<file path="src/rtl/frame_deser.sv">
// Serial frame deserialiser. The block hunts for a 4-bit sync header with a
// sliding match, collects DATA_W payload bits MSB-first, then checks one
// even-parity bit. Good frames update data_out and the frame counter. Bad
// frames raise a one-cycle error pulse.
module frame_deser #(
    parameter int         DATA_W   = 8,
    parameter logic [3:0] SYNC_PAT = 4'b1011
) (
    input  logic              clk,
    input  logic              clear,
    input  logic              ser_in,
    input  logic              bit_en,
    output logic [DATA_W-1:0] data_out,
    output logic              data_valid,
    output logic              frame_err,
    output logic              locked,
    output logic [7:0]        frame_cnt
);

    localparam int CNT_W = (DATA_W > 1) ? $clog2(DATA_W) : 1;
    localparam logic [CNT_W-1:0] CNT_LAST = CNT_W'(DATA_W - 1);

    typedef enum logic [1:0] {
        HUNT   = 2'd0,
        DATA   = 2'd1,
        PARITY = 2'd2
    } state_t;

    state_t              state_q, state_d;
    logic [3:0]          win_q, win_d;
    logic [CNT_W-1:0]    cnt_q, cnt_d;
    logic [DATA_W-1:0]   pay_q, pay_d;
    logic [DATA_W-1:0]   dout_q, dout_d;
    logic                valid_q, valid_d;
    logic                err_q, err_d;
    logic                locked_q, locked_d;
    logic [7:0]          fcnt_q, fcnt_d;
    logic [3:0]          win_next;

    // State register and all datapath registers, with synchronous active-low clear.
    always_ff @(posedge clk) begin
        // NOTE: every register here uses <= so all of them update together from
        // the values they held before the edge; blocking = would create order-dependent races.
        if (!clear) begin
            state_q  <= HUNT;
            win_q    <= '0;
            cnt_q    <= '0;
            pay_q    <= '0;
            dout_q   <= '0;
            valid_q  <= 1'b0;
            err_q    <= 1'b0;
            locked_q <= 1'b0;
            fcnt_q   <= '0;
        end else begin
            state_q  <= state_d;
            win_q    <= win_d;
            cnt_q    <= cnt_d;
            pay_q    <= pay_d;
            dout_q   <= dout_d;
            valid_q  <= valid_d;
            err_q    <= err_d;
            locked_q <= locked_d;
            fcnt_q   <= fcnt_d;
        end
    end

    // Next-state logic. With no bit_en, everything holds except the pulses, which self-clear.
    always_comb begin
        // NOTE: every output of this block gets a default before any branch,
        // so no path can leave a variable unassigned and infer a latch.
        state_d  = state_q;
        win_d    = win_q;
        cnt_d    = cnt_q;
        pay_d    = pay_q;
        dout_d   = dout_q;
        valid_d  = 1'b0;
        err_d    = 1'b0;
        locked_d = locked_q;
        fcnt_d   = fcnt_q;
        win_next = {win_q[2:0], ser_in};

        if (bit_en) begin
            unique case (state_q)
                HUNT: begin
                    // Compare the window including the bit arriving now, so the
                    // match is found at any offset.
                    win_d = win_next;
                    if (win_next == SYNC_PAT) begin
                        state_d = DATA;
                        cnt_d   = '0;
                    end
                end
                DATA: begin
                    pay_d = {pay_q[DATA_W-2:0], ser_in};
                    if (cnt_q == CNT_LAST) begin
                        state_d = PARITY;
                        cnt_d   = '0;
                    end else begin
                        cnt_d = cnt_q + CNT_W'(1);
                    end
                end
                PARITY: begin
                    // Return to HUNT with an empty window. The next header
                    // must then be made only of new bits.
                    state_d = HUNT;
                    win_d   = '0;
                    if (ser_in == ^pay_q) begin
                        dout_d   = pay_q;
                        valid_d  = 1'b1;
                        locked_d = 1'b1;
                        fcnt_d   = fcnt_q + 8'd1;
                    end else begin
                        err_d    = 1'b1;
                        locked_d = 1'b0;
                    end
                end
                default: begin
                    state_d = HUNT;
                    win_d   = '0;
                end
            endcase
        end
    end

    assign data_out   = dout_q;
    assign data_valid = valid_q;
    assign frame_err  = err_q;
    assign locked     = locked_q;
    assign frame_cnt  = fcnt_q;

endmodule

</file>
<file path="config.mk">
export PLATFORM = sky130hd
export DESIGN_NAME = frame_deser
export DESIGN_NICKNAME = d
export VERILOG_FILES = /design/src/rtl/frame_deser.sv
export SDC_FILE = /design/constraint.sdc
export NUM_CORES = 1
export LEC_CHECK = 0
export ABC_AREA = 1
export BUFFER_PORTS_ARGS = -buffer_cell sky130_fd_sc_hd__buf_4
export CORE_MARGIN = 2
export CORE_UTILIZATION = 40
export DETAILED_ROUTE_END_ITERATION = 8
export GPL_TIMING_DRIVEN = 0
export PLACE_DENSITY_LB_ADDON = 0.25
export SYNTH_ARGS = -nofsm -noshare
export SYNTH_HDL_FRONTEND = slang
export SYNTH_SLANG_ARGS = --single-unit
</file>
<file path="constraint.sdc">
create_clock -name clk -period 4.8 [get_ports clk]
set_clock_uncertainty 0.2 [all_clocks]
set_input_delay 0.96 -clock clk [delete_from_list [all_inputs] [get_ports clk]]
set_output_delay 0.96 -clock clk [all_outputs]
set_load 0.01 [all_outputs]
</file>
### After elaboration in Yosys (flattened, before gate mapping)

Index checks and enable logic that the tools add are counted.

* reduce and logical (&&, ||, !) cells: 10
* equality and inequality tests: 7
* $add $sub $neg: 2
* muxes and demuxes: 9
* bitwise gates (word level): 1

Operators by type and width (count)
* $pmux W3 S2: 2
* $reduce_and A3 Y1: 4
* $add A8 B1 Y8 const B: 1
* $reduce_xor A8 Y1: 1
* $mux W3: 2
* $reduce_and A2 Y1: 3
* $eq A4 B4 Y1 const B: 1
* $mux W2: 2
* $ne A2 B2 Y1 const B: 2
* $pmux W2 S2: 1
* $add A3 B1 Y3 const B: 1
* $eq A3 B3 Y1 const B: 1
* $eq A2 B1 Y1 const B: 1
* $eq A2 B2 Y1 const B: 1
* $logic_not A2 Y1: 1
* $mux W1: 2
* $reduce_bool A2 Y1: 1
* $eq A1 B1 Y1: 1
* $not A1 Y1: 1

* input port bits: 4
* output and inout port bits: 19
* bits in registers: 35

### Depth between registers and ports, before layout

* depth in word-level cells: 3
* depth in mapped cells: 12

### Least setup slack after synthesis

Ideal clock, no wire load.

* path kind: input -> register
* start: in bit_en
* end: reg fcnt_q[7] (netlist: frame_cnt[7])
* arrival time: 1.804 ns
* stages: 7
* slack: 2.657 ns
* data required time: 4.461 ns
* buffers on the path: 2
* cells stage by stage: buf_2 -> nand2_1 -> nor2_4 -> nand3_4 -> buf_12 -> nand2_4 -> a21oi_2

* longest elaborated chain between the ends: 1

Ends and longest elaborated chain
* start: declaration: line 12 `input logic bit_en,`
* $reduce_and A3 Y1 (no source line)
* end signal: assignment: line 63 `fcnt_q <= fcnt_d;`
* end: declaration: line 37 `logic [7:0] fcnt_q, fcnt_d;`

No other way between the ends.
A chain may end at the register's enable or synchronous reset.

### Final worst setup path

* start: in bit_en
* end: reg pay_q[6]

* longest elaborated chain between the ends: 1

Ends and longest elaborated chain
* $reduce_and A2 Y1 (no source line)
* end signal: assignment: line 58 `pay_q <= pay_d;`
* end: declaration: line 32 `logic [DATA_W-1:0] pay_q, pay_d;`

No other way between the ends.

==> flow_summary.ini <==
[drt]
vias = 1524
drtAntennaViolNets = 0
wire_per_inst_um = 12.0
totalWireLength_um = 3750
detailedRoute.firstIterationViolations = 80
viasPerCell = 4.87
drt_drc_violations_left = 0
drtPass1Iterations = 4

[worst_setup_path]
worst-path-buf-inv = 2
setup.reg_to_reg.worst_slack_ns = 3.04
cpLargestDelayFamily = buffers and inverters
reg2reg_to = data_out[4]
critPathRequiredTime_ns = 4.82
critical_path_peak_fanout = 10
critical-path-top-cell-by-count = sky130_fd_sc_hd__buf_2
slowest_stage = sky130_fd_sc_hd__nor2_1
reg2reg_from = pay_q[6]
critPathLaunch = bit_en
critical_path.cell_chain = buf_2, nand2_1, nor2_1, buf_2, o21ai_0, a21oi_1
worstSetupStartpointType = input pin
timing.critical_path.slowest_cell_delay_ns = 0.37
worstRegToRegCells = 12
worst_ep_arrival_time_ns = 2.11
worstSetupPathDepth = 6
crit_type = input pin to flip-flop
critical_path.endpoint_type = flip-flop
setup.worst_path.end = pay_q[6]

[placement]
detailed_place_hpwl_um = 2690
number_of_i_o_port_buffers = 21
gp_congestion = 0.823

[clock_tree]
root_buffer = sky130_fd_sc_hd__clkbuf_8
cts.sink_count = 35
clk_pin_slew_worst_paths_ns = 0.07
total_cts_buffers = 5
clock_insertion_delay_worst_skew_ns = 0.28
cts_setup_buffers = 0
cts_hold_buf = 0
cts_buffer_depth = 2
tritoncts_clock_tree = yes
cts_repair_resize_count = 0
cts_htree_levels = 2

[grt]
global_route.usage.met2_pct = 24.7
grt_start_max_net_pins = 12
gr-usage-met1_pct = 21.3
top_usage_layer = met2
antenna_found_initial = 0
globalRouteOverflowTotal = 0
grt_first_pass_wirelength_um = 6400
gr-usage-all-layers_pct = 16.0
use_met3_pct = 3.52
number_of_global_route_vias_before_repair = 1435

[power]
power_density_nw_per_um2 = 247
max-vdd-ir-drop_mv = 0.102
post-layout-total-power_uw = 527
p_leak_uw = 0.000864

[sta]
final.period_utilization_pct = 43.7
maxSlewViolCount = 0
setup_viol = 0
worstMarginPinSlew_ns = 0.673
timing.max_slew.rel_slack_pct = 55.1
setup_repair_after_global_routing_missed_its_margin = false
fin_hold_ws_ns = 0.262
tns_ns = 0
max_clock_freq_ghz = 0.477
finalWorstPathRequiredPeriod_ns = 2.10
timing_hold_violations_final = 0

[finish]
antenna_cells_inserted = 0
layout-area-overhead-vs-synth_pct = 16.9
layout_commonest_cell = sky130_fd_sc_hd__nand2_1
layout.nets = 267
layout.cells.most_common_list = 46 x sky130_fd_sc_hd__nand2_1, 35 x sky130_fd_sc_hd__dfxtp_1, 24 x sky130_fd_sc_hd__nand3_1, 24 x sky130_fd_sc_hd__a21oi_1, 23 x sky130_fd_sc_hd__buf_4
drive_gt1_share_pct = 27.2

[floorplan]
start_util_pct = 41.6
floorplan.rows = 24
dieArea_um2 = 5120
chipWidth_um = 71.6
fp.coreArea_um2 = 4380
floorplan.die.height_um = 71.6
floorplan.io_pins = 23

[yosys]
synth_enable_flop_cells = 0
synthesis.yosys.warnings = 0
yosys_most_used_dff = sky130_fd_sc_hd__dfxtp_1
asyncSetResetFlopFracSynth_pct = 0
synth.yosys.seq_area_share_pct = 38.4
yosys.cell_types.count = 28
synthesis.nets = 239
synth.cell_area_um2 = 1830
synth.ff_latch_count = 35
synthesis.area_per_instance_um2 = 7.87
synthesis.instances = 232

[run]
cap_viol_max_count = 0

[hold_path]
worstHoldPathCells = 2
worst_hold_path_type = flip-flop to flip-flop

[outcome]
outcome = finished clean
[registers in the layout (all words and copies together) (netlist names)]
name        count
state_q         2
data_valid      1
data_out        8
pay_q           8
win_q           3
frame_cnt       8
locked          1
cnt_q           3
frame_err       1
[Yosys cell counts, types with 7 or more instances]
library cell               n  area (um2)
sky130_fd_sc_hd__nand2_1  46         173
sky130_fd_sc_hd__dfxtp_1  35         701
sky130_fd_sc_hd__a21oi_1  24         120
sky130_fd_sc_hd__nand3_1  24         120
sky130_fd_sc_hd__inv_1    16        60.1
sky130_fd_sc_hd__nor2_1   12        45.0
sky130_fd_sc_hd__a21oi_2   9        78.8
sky130_fd_sc_hd__nand2_4   9         101
sky130_fd_sc_hd__o21ai_0   8        40.0
sky130_fd_sc_hd__nand2_2   7        43.8
sky130_fd_sc_hd__xor2_1    7        61.3
[worst min path at each step]
stage	end	from
after CTS	win_q[2]	win_q[2]
after global routing	data_out[2]	data_out[2]
final	win_q[2]	win_q[2]
after global placement	win_q[2]	win_q[2]
after detailed placement	win_q[2]	win_q[2]
after floorplan	win_q[2]	win_q[2]
[per-layer routing]
layer  vias up  part of all wire [%]
met3         8                   4.0
met4         0                   1.7
met2        26                    44
met5         -                     0
met1       678                    50
li1        812                     -
[power breakdown]
group / leakage (uW) / switching [uW] / internal, uW
registers: 0.000282 / 1.32 / 292
logic: 0.000541 / 17.9 / 8.84
clock network: 0.0000412 / 106 / 101
total: 0.000864 / 125 / 402
[tightest hold or removal path, delay by kind of cell (launching register included)]
family          cells  cell delay (ns)
compound gates      1             0.05
simple gates        1             0.06
flops               1             0.31
[logic make-up (layout without fill, tap and decap cells)]
kind of cell / count (synthesis) / count (layout) / synth area share (%)
AND/OR/NAND/NOR: 109 / 109 / 31.7
AO/OA/AOI/OAI: 42 / 42 / 13.5
flip-flops: 35 / 35 / 38.4
buffers and inverters: 32 / 61 / 9.11
XOR/XNOR: 11 / 11 / 5.28
adder cells (fa/ha/maj): 3 / 3 / 2.06
[metrics by stage]
stage | std cells | area (um2) | util, % | setup WS [ns]
after global placement | 305 | 2050 | 46.7 | 2.44
after detailed placement | 305 | 2050 | 46.7 | 2.43
after global routing | 313 | 2130 | 48.7 | 2.60
after CTS | 313 | 2130 | 48.7 | 2.72
after floorplan | 232 | 1830 | - | 2.66
final | 313 | 2130 | 48.7 | 2.70
[final cells by class]
cell class / instances / area (um2)
fillers: 431 / 2250
multi-input cells: 165 / 958
flip-flops and latches: 35 / 701
repair buffers: 21 / 158
plain buffers: 11 / 87.6
inverters: 21 / 78.8
clock buffers: 6 / 72.6
well taps: 52 / 65.1
clock inverters: 2 / 12.5
(Power assumes the default switching activity.)
